## src/rtl/rom_arb_pkg.sv

```systemverilog
// Shared constants, owner/bank types and the bank-select helper for the ROM_2KX32BIT arbiter.
// Types and constants only; there is no timing or flow control here.
package rom_arb_pkg;
  localparam int AW_C       = 11;
  localparam int DW_C       = 32;
  localparam int BANK_LSB_C = 9;
  localparam int NREQ_MAX   = 8;
  localparam int OWNER_W    = $clog2(NREQ_MAX);
  localparam int BANK_W     = AW_C - BANK_LSB_C;

  typedef logic [OWNER_W-1:0] owner_t;
  typedef logic [BANK_W-1:0]  bank_t;

  function automatic bank_t bank_of(input logic [AW_C-1:0] a);
    return a[AW_C-1:BANK_LSB_C];
  endfunction
endpackage

```

## src/rtl/rom_2kx32_arbiter_if.sv

```systemverilog
// Requester-side bus of the ROM arbiter: per-requester requests and addresses in, grants and tagged read data out.
// Grants are combinational; a requester holds req_i and its address until it sees gnt_o.
interface rom_2kx32_arbiter_if #(
  parameter int NREQ = 2,
  parameter int AW   = 11,
  parameter int DW   = 32
);
  logic [NREQ-1:0]    req_i;
  logic [NREQ*AW-1:0] addr_i;
  logic [NREQ-1:0]    gnt_o;
  logic [NREQ-1:0]    rvalid_o;
  logic [DW-1:0]      rdata_o;

  modport master (output req_i, addr_i, input gnt_o, rvalid_o, rdata_o);
  modport slave  (input req_i, addr_i, output gnt_o, rvalid_o, rdata_o);
endinterface

```

## src/rtl/rr_arbiter.sv

```systemverilog
// Combinational one-hot winner: first requester above ptr_i (wrapping) or lowest index when rr_en_i=0.
// Zero latency; no state, so the caller owns the pointer and decides when to advance it.
module rr_arbiter #(
  parameter int N  = 2,
  parameter int IW = 3
) (
  input  logic [N-1:0]  req_i,
  input  logic [IW-1:0] ptr_i,
  input  logic          rr_en_i,
  output logic [N-1:0]  gnt_o,
  output logic [IW-1:0] idx_o,
  output logic          any_o
);
  logic [N-1:0] above;
  logic [N-1:0] cand;

  always_comb begin
    above = '0;
    for (int k = 0; k < N; k++) begin
      above[k] = req_i[k] && (k > int'(ptr_i));
    end
    // Requesters above the pointer win first; otherwise wrap to the lowest index.
    cand  = (rr_en_i && (above != '0)) ? above : req_i;
    gnt_o = '0;
    idx_o = '0;
    for (int k = N - 1; k >= 0; k--) begin
      if (cand[k]) begin
        gnt_o    = '0;
        gnt_o[k] = 1'b1;
        idx_o    = IW'(k);
      end
    end
  end

  assign any_o = |req_i;
endmodule

```

## src/rtl/rom_2kx32_arbiter.sv

```systemverilog
// Shares one ROM_2KX32BIT among NREQ readers; accept -> ISSUE -> DATA, tagged rvalid_o 2 clocks after accept, 1 access/clock.
// Backpressure: gnt_o withheld for one cycle when the winner's bank differs from the bank the ROM is still outputting.
module rom_2kx32_arbiter
  import rom_arb_pkg::*;
#(
  parameter int NREQ     = 2,
  parameter int AW       = AW_C,
  parameter int DW       = DW_C,
  parameter int BANK_LSB = BANK_LSB_C,
  parameter bit RR_EN    = 1'b1
) (
  input  logic                CLK,
  input  logic                RSTN,
  rom_2kx32_arbiter_if.slave  bus,
  output logic                rom_cen_o,
  output logic [AW-1:0]       rom_a_o,
  input  logic [DW-1:0]       rom_q_i
);
  owner_t          ptr_q,     ptr_d;
  logic            iss_vld_q, iss_vld_d;
  owner_t          iss_own_q, iss_own_d;
  logic            dat_vld_q, dat_vld_d;
  owner_t          dat_own_q, dat_own_d;
  logic [AW-1:0]   rom_a_q,   rom_a_d;
  logic [NREQ-1:0] rvalid_q,  rvalid_d;
  logic [DW-1:0]   rdata_q,   rdata_d;

  logic [NREQ-1:0] win_gnt;
  owner_t          win_idx;
  logic            win_any;
  logic [AW-1:0]   win_addr;
  logic            bank_hit;
  logic            grant_ok;

  rr_arbiter #(
    .N  (NREQ),
    .IW (OWNER_W)
  ) u_arb (
    .req_i   (bus.req_i),
    .ptr_i   (ptr_q),
    .rr_en_i (RR_EN),
    .gnt_o   (win_gnt),
    .idx_o   (win_idx),
    .any_o   (win_any)
  );

  always_comb begin
    win_addr = '0;
    for (int k = 0; k < NREQ; k++) begin
      if (win_gnt[k]) win_addr = bus.addr_i[k*AW +: AW];
    end
    // The ROM's output mux follows the live A, so A's bank must not move while a prior access is in its DATA cycle.
    bank_hit = (win_addr[AW-1:BANK_LSB] == rom_a_q[AW-1:BANK_LSB]);
    grant_ok = RSTN && win_any && (!iss_vld_q || bank_hit);
  end

  always_comb begin
    iss_vld_d = grant_ok;
    iss_own_d = grant_ok ? win_idx : iss_own_q;
    rom_a_d   = grant_ok ? win_addr : rom_a_q;
    ptr_d     = grant_ok ? win_idx : ptr_q;
    dat_vld_d = iss_vld_q;
    dat_own_d = iss_own_q;
    rvalid_d  = '0;
    for (int k = 0; k < NREQ; k++) begin
      rvalid_d[k] = dat_vld_q && (dat_own_q == OWNER_W'(k));
    end
    rdata_d = dat_vld_q ? rom_q_i : rdata_q;
  end

  always_ff @(posedge CLK or negedge RSTN) begin
    if (!RSTN) begin
      ptr_q     <= OWNER_W'(NREQ - 1);
      iss_vld_q <= 1'b0;
      iss_own_q <= '0;
      dat_vld_q <= 1'b0;
      dat_own_q <= '0;
      rom_a_q   <= '0;
      rvalid_q  <= '0;
      rdata_q   <= '0;
    end else begin
      ptr_q     <= ptr_d;
      iss_vld_q <= iss_vld_d;
      iss_own_q <= iss_own_d;
      dat_vld_q <= dat_vld_d;
      dat_own_q <= dat_own_d;
      rom_a_q   <= rom_a_d;
      rvalid_q  <= rvalid_d;
      rdata_q   <= rdata_d;
    end
  end

  assign bus.gnt_o    = grant_ok ? win_gnt : '0;
  assign bus.rvalid_o = rvalid_q;
  assign bus.rdata_o  = rdata_q;
  assign rom_cen_o    = ~iss_vld_q;
  assign rom_a_o      = rom_a_q;
endmodule

```

## src/flat_wrapper.sv

```systemverilog
// flat-port wrapper written by rule: the top's interface ports become plain ports
module rom_2kx32_arbiter_flat import rom_arb_pkg::*;
#(
  parameter int NREQ     = 2,
  parameter int AW       = AW_C,
  parameter int DW       = DW_C,
  parameter int BANK_LSB = BANK_LSB_C,
  parameter bit RR_EN    = 1'b1
)
  (CLK, RSTN, rom_cen_o, rom_a_o, rom_q_i, bus_req_i, bus_addr_i, bus_gnt_o, bus_rvalid_o, bus_rdata_o);
  rom_2kx32_arbiter_if #(.NREQ(NREQ), .AW(AW), .DW(DW)) bus_i ();
  input  logic CLK;
  input  logic RSTN;
  output logic rom_cen_o;
  output logic [AW-1:0] rom_a_o;
  input  logic [DW-1:0] rom_q_i;
  input wire logic [$bits(bus_i.req_i)-1:0] bus_req_i;
  input wire logic [$bits(bus_i.addr_i)-1:0] bus_addr_i;
  output wire logic [$bits(bus_i.gnt_o)-1:0] bus_gnt_o;
  output wire logic [$bits(bus_i.rvalid_o)-1:0] bus_rvalid_o;
  output wire logic [$bits(bus_i.rdata_o)-1:0] bus_rdata_o;
  assign bus_i.req_i = bus_req_i;
  assign bus_i.addr_i = bus_addr_i;
  assign bus_gnt_o = bus_i.gnt_o;
  assign bus_rvalid_o = bus_i.rvalid_o;
  assign bus_rdata_o = bus_i.rdata_o;
  rom_2kx32_arbiter #(.NREQ(NREQ), .AW(AW), .DW(DW), .BANK_LSB(BANK_LSB), .RR_EN(RR_EN)) u_core (.CLK(CLK), .RSTN(RSTN), .bus(bus_i), .rom_cen_o(rom_cen_o), .rom_a_o(rom_a_o), .rom_q_i(rom_q_i));
endmodule
```

## config.mk

```make
export PLATFORM = sky130hd
export DESIGN_NAME = rom_2kx32_arbiter_flat
export DESIGN_NICKNAME = d
export VERILOG_FILES = /design/src/rtl/rom_arb_pkg.sv /design/src/rtl/rom_2kx32_arbiter_if.sv /design/src/rtl/rr_arbiter.sv /design/src/rtl/rom_2kx32_arbiter.sv /design/src/flat_wrapper.sv
export SDC_FILE = /design/constraint.sdc
export NUM_CORES = 1
export LEC_CHECK = 0
export ABC_AREA = 1
export CORE_MARGIN = 2
export CORE_UTILIZATION = 39
export CTS_CLUSTER_SIZE = 20
export DETAILED_ROUTE_END_ITERATION = 8
export PLACE_DENSITY = 0.8
export SLEW_MARGIN = 15
export SYNTH_ARGS = -nofsm -noshare
export SYNTH_HDL_FRONTEND = slang
export SYNTH_SLANG_ARGS = --single-unit
```

## constraint.sdc

```tcl
create_clock -name CLK -period 2.15 [get_ports CLK]
set_input_delay 0.645 -clock CLK [delete_from_list [all_inputs] [get_ports CLK]]
set_output_delay 0.645 -clock CLK [all_outputs]
set_load 0.05 [all_outputs]
```

==> results of run 1 <==
-- layer usage --
layer | wire length (µm) | vias to the layer above | track usage (%)
li1 | - | 1005 | -
met1 | 2280 | 984 | 26.2
met4 | 94 | 0 | 5.64
met2 | 3070 | 86 | 35.3
met5 | 0 | - | 0
met3 | 406 | 12 | 4.59
-- cells by family (layout without fill, tap and decap cells) --
group	after synthesis	in the layout
AOI/OAI and AO/OA	11	11
buffers and inverters	22	156
DFF	50	50
and+or+nand+nor	154	154
-- placed cells by master, fill, tap and decap left out, types with 3 or more instances in the layout --
cell type,netlist,final
nand3_1,15,12
buf_4,1,42
inv_1,7,5
nand2_1,134,130
buf_2,0,3
dlymetal6s2s_1,0,15
a32o_1,9,9
dfrtp_1,49,49
nand2_2,1,3
clkbuf_8,0,5
dlygate4sd2_1,0,4
nand2_4,1,3
clkdlybuf4s50_1,0,72
-- final timing paths --
| path | from | to | depth (start not counted) |
|---|---|---|---|
| worst max register to register | u_core.ptr_q[0]$_DFFE_PN1P_ | u_core.rom_a_o[9]$_DFFE_PN0P_ | 17 |
| worst max-delay path | u_core.ptr_q[0]$_DFFE_PN1P_ | bus_gnt_o[1] | 12 |
| min in group asynchronous | RSTN | u_core.rom_a_o[0]$_DFFE_PN0P_ | 2 |
| worst min register to register | u_core.dat_own_d[0]$_DFFE_PN0P_ | u_core.dat_own_q[0]$_DFF_PN0_ | 0 |
| max in group asynchronous | RSTN | u_core.bus.rdata_o[17]$_DFFE_PN0P_ | 2 |
| worst min-delay path | u_core.dat_own_d[0]$_DFFE_PN0P_ | u_core.dat_own_q[0]$_DFF_PN0_ | 0 |
-- state kept, by name, indices dropped and copies added, names as in the netlist --
name / cells
u_core.bus.rdata_o: 32
u_core.rom_a_o: 11
u_core.bus.rvalid_o: 2
u_core.dat_own_d: 1
u_core.dat_own_q: 1
u_core.dat_vld_d: 1
u_core.dat_vld_q: 1
u_core.ptr_q: 1
-- report_power, final --
part / leakage (nW) / switching [mW] / internal (mW)
logic: 1.29 / 1.06 / 0.599
clock network: 0.0524 / 0.284 / 0.348
registers: 0.622 / 0.119 / 1.14
total: 1.96 / 1.47 / 2.09
-- final cells by class --
class | count | area [µm²]
inverter | 9 | 45.0
clock inverter | 1 | 30.0
clock buffer | 7 | 76.3
tap | 70 | 87.6
timing repair buffer | 139 | 1330
sequential | 50 | 1250
multi-input combinational | 165 | 782
fill | 396 | 1510
-- timing repair --
action | 4_1_cts | 5_1_grt
buffers inserted | 16 | 2
hold buffers | 0 | 0
pin swaps | 7 | 4
gates resized for setup | 24 | 16
setup endpoints to repair | 6 | 18
-- through the flow --
| step | setup WS, ns | cells | setup TNS (ns) |
|---|---|---|---|
| floorplan | -0.143 | 237 | -0.162 |
| global placement | -0.739 | 415 | -4.15 |
| detailed placement | -0.835 | 415 | -5.92 |
| CTS | -0.297 | 439 | -0.825 |
| global route | -0.431 | 441 | -1.24 |
| finish | -0.354 | 441 | -1.03 |
==> flow_summary_export.csv, run 1 <==
group,metric,value,unit
final_layout,insertedDiodeCount,0,
logic_synthesis,netlist.area_leader.share,59.4,%
final_layout,stdcell_area,0.00360,mm²
detailed_routing,post-route-drc-count,0,
clock_network,cts-buffers-inserted,5,
floorplan,die_w,76.7,µm
logic_synthesis,async_reset_ff_share,100,%
sta,fmax,399,MHz
worst_setup_path,end_kind,"output port",
logic_synthesis,synth_compound_area_share,5.15,%
sta,whs,0.392,ns
worst_setup_path,crit_top_cell,"nand2_2",
logic_synthesis,synth.mux.area_fraction,0,%
global_routing,antenna_found_initial,0,
global_routing,grt_usage,20.6,%
sta,setup_viol,3,
logic_synthesis,avgSynthCellArea,8.71,µm²
sta,setup_ws,-0.354,ns
clock_network,clockRootBuffer,"clkbuf_8",
floorplan,dieArea,0.00589,mm²
outcome,status,"finished with violations",
logic_synthesis,synth_area_leader_cell,"dfrtp_1",
logic_synthesis,synthAdderAreaFrac,0,%
detailed_routing,via_per_inst,4.73,
power,power_density,988,mW/mm²
floorplan,ios,106,
power,vdd_drop_max,0.000472,V
placement,placed_area,0.00329,mm²
logic_synthesis,synthTopCellsByArea,"dfrtp_1 (59%), nand2_1 (24%), a32o_1 (4.4%)",
floorplan,start_util,40.4,%
logic_synthesis,synth_top_family_by_area,"simple AND/OR/NAND/NOR gates",
logic_synthesis,synth_warnings,0,
sta,hold_viol,0,
flow_run,max_cap_violations,0,
sta,max-slew-margin-rel,59.5,%
final_layout,fin_util,70.5,%
logic_synthesis,synth.most_common_cell,"nand2_1",
floorplan,die_h,76.7,µm
worst_hold_path,hold_class,"flop to flop",
worst_setup_path,cp_slowest_cell,"dfstp_2",
outcome,violations,"setup timing",
global_routing,grt.overflow.total,0,
logic_synthesis,syn_nets,295,
sta,drv_slew,0,
clock_network,clock_sinks,50,
worst_setup_path,timing.critical_path.max_delay_family,"flip-flops",
placement,place.gp.congestion,0.789,
clock_network,cts_tree,"yes",
worst_setup_path,critPathLaunchType,"flop",
worst_setup_path,crit_required,1.50,ns
logic_synthesis,yosys.area_share.simple,29.6,%
detailed_routing,dr.pass1.iters,4,
global_routing,grt_pass1_vias,2159,
clock_network,clk_pin_slew,0.08,ns
power,power.leakage,1.96,nW
sta,rsz0062_at_grt,"yes",
detailed_routing,vias,2087,
clock_network,h-tree-depth,2,
worst_setup_path,cp_cell_sequence,"buf_6 -> a21oi_4 -> nand2_2 -> nand2_2 -> nand2_1 -> nand2_1 -> inv_1 -> nand2_2 -> nand2_4 -> nand3_4 -> clkinvlp_4 -> buf_12",
logic_synthesis,synth.distinct_cells,16,
detailed_routing,antenna_left,0,
final_layout,fin_nets,428,
worst_setup_path,critPathKind,"flop to output port",
sta,tightest_slew,0.607,ns
clock_network,clockBufferDepth,2,
final_layout,drive_above_1_share,18.9,%
power,power,3.56,mW
global_routing,grt_pass1_wl,9850,µm
placement,dpl.hpwl,4010,µm
detailed_routing,drt_iter0_markers,111,
floorplan,core,0.00511,mm²
worst_setup_path,crit_fanout,4,
worst_setup_path,crit_arrival,1.86,ns
worst_setup_path,reg2reg_setup_slack,-0.33,ns
clock_network,clkLatencyLatePin,0.29,ns
logic_synthesis,yosys-top-cells-count,"nand2_1 (134), dfrtp_1 (49), nand3_1 (15)",
logic_synthesis,seq_area_frac_synth,60.7,%
logic_synthesis,syn_area,0.00206,mm²
detailed_routing,wl,5850,µm
sta,fin_crit_sh,116,%
logic_synthesis,synth-edff-count,0,
logic_synthesis,synthXorXnorAreaFrac,0,%
detailed_routing,wl_per_cell,13.3,µm
placement,numPortBuffers,105,
sta,fin_worst_skew,0.00409,ns
logic_synthesis,ys_ff_latch,50,
worst_setup_path,path_buf_inv,4,
global_routing,grt_start_max_net_pins,51,
sta,fin_crit,2.50,ns
worst_setup_path,critical_path.max_stage_delay,0.58,ns
floorplan,rows,26,
logic_synthesis,synthCells,237,
logic_synthesis,synth_flop_cell,"dfrtp_1",
final_layout,synthToLayoutAreaGrowth,74.4,%
Note: power is estimated with default switching activity, not from simulation.
==> run 2, diff against run 1 <==
--- a/config.mk
+++ b/config.mk
@@ -10,6 +10,7 @@
 export CORE_UTILIZATION = 39
 export CTS_CLUSTER_SIZE = 20
 export DETAILED_ROUTE_END_ITERATION = 8
+export GPL_ROUTABILITY_DRIVEN = 0
 export PLACE_DENSITY = 0.8
 export SLEW_MARGIN = 15
 export SYNTH_ARGS = -nofsm -noshare
==> results of run 2 <==
Final layout, timing and power as in run 1 (identical DEF).
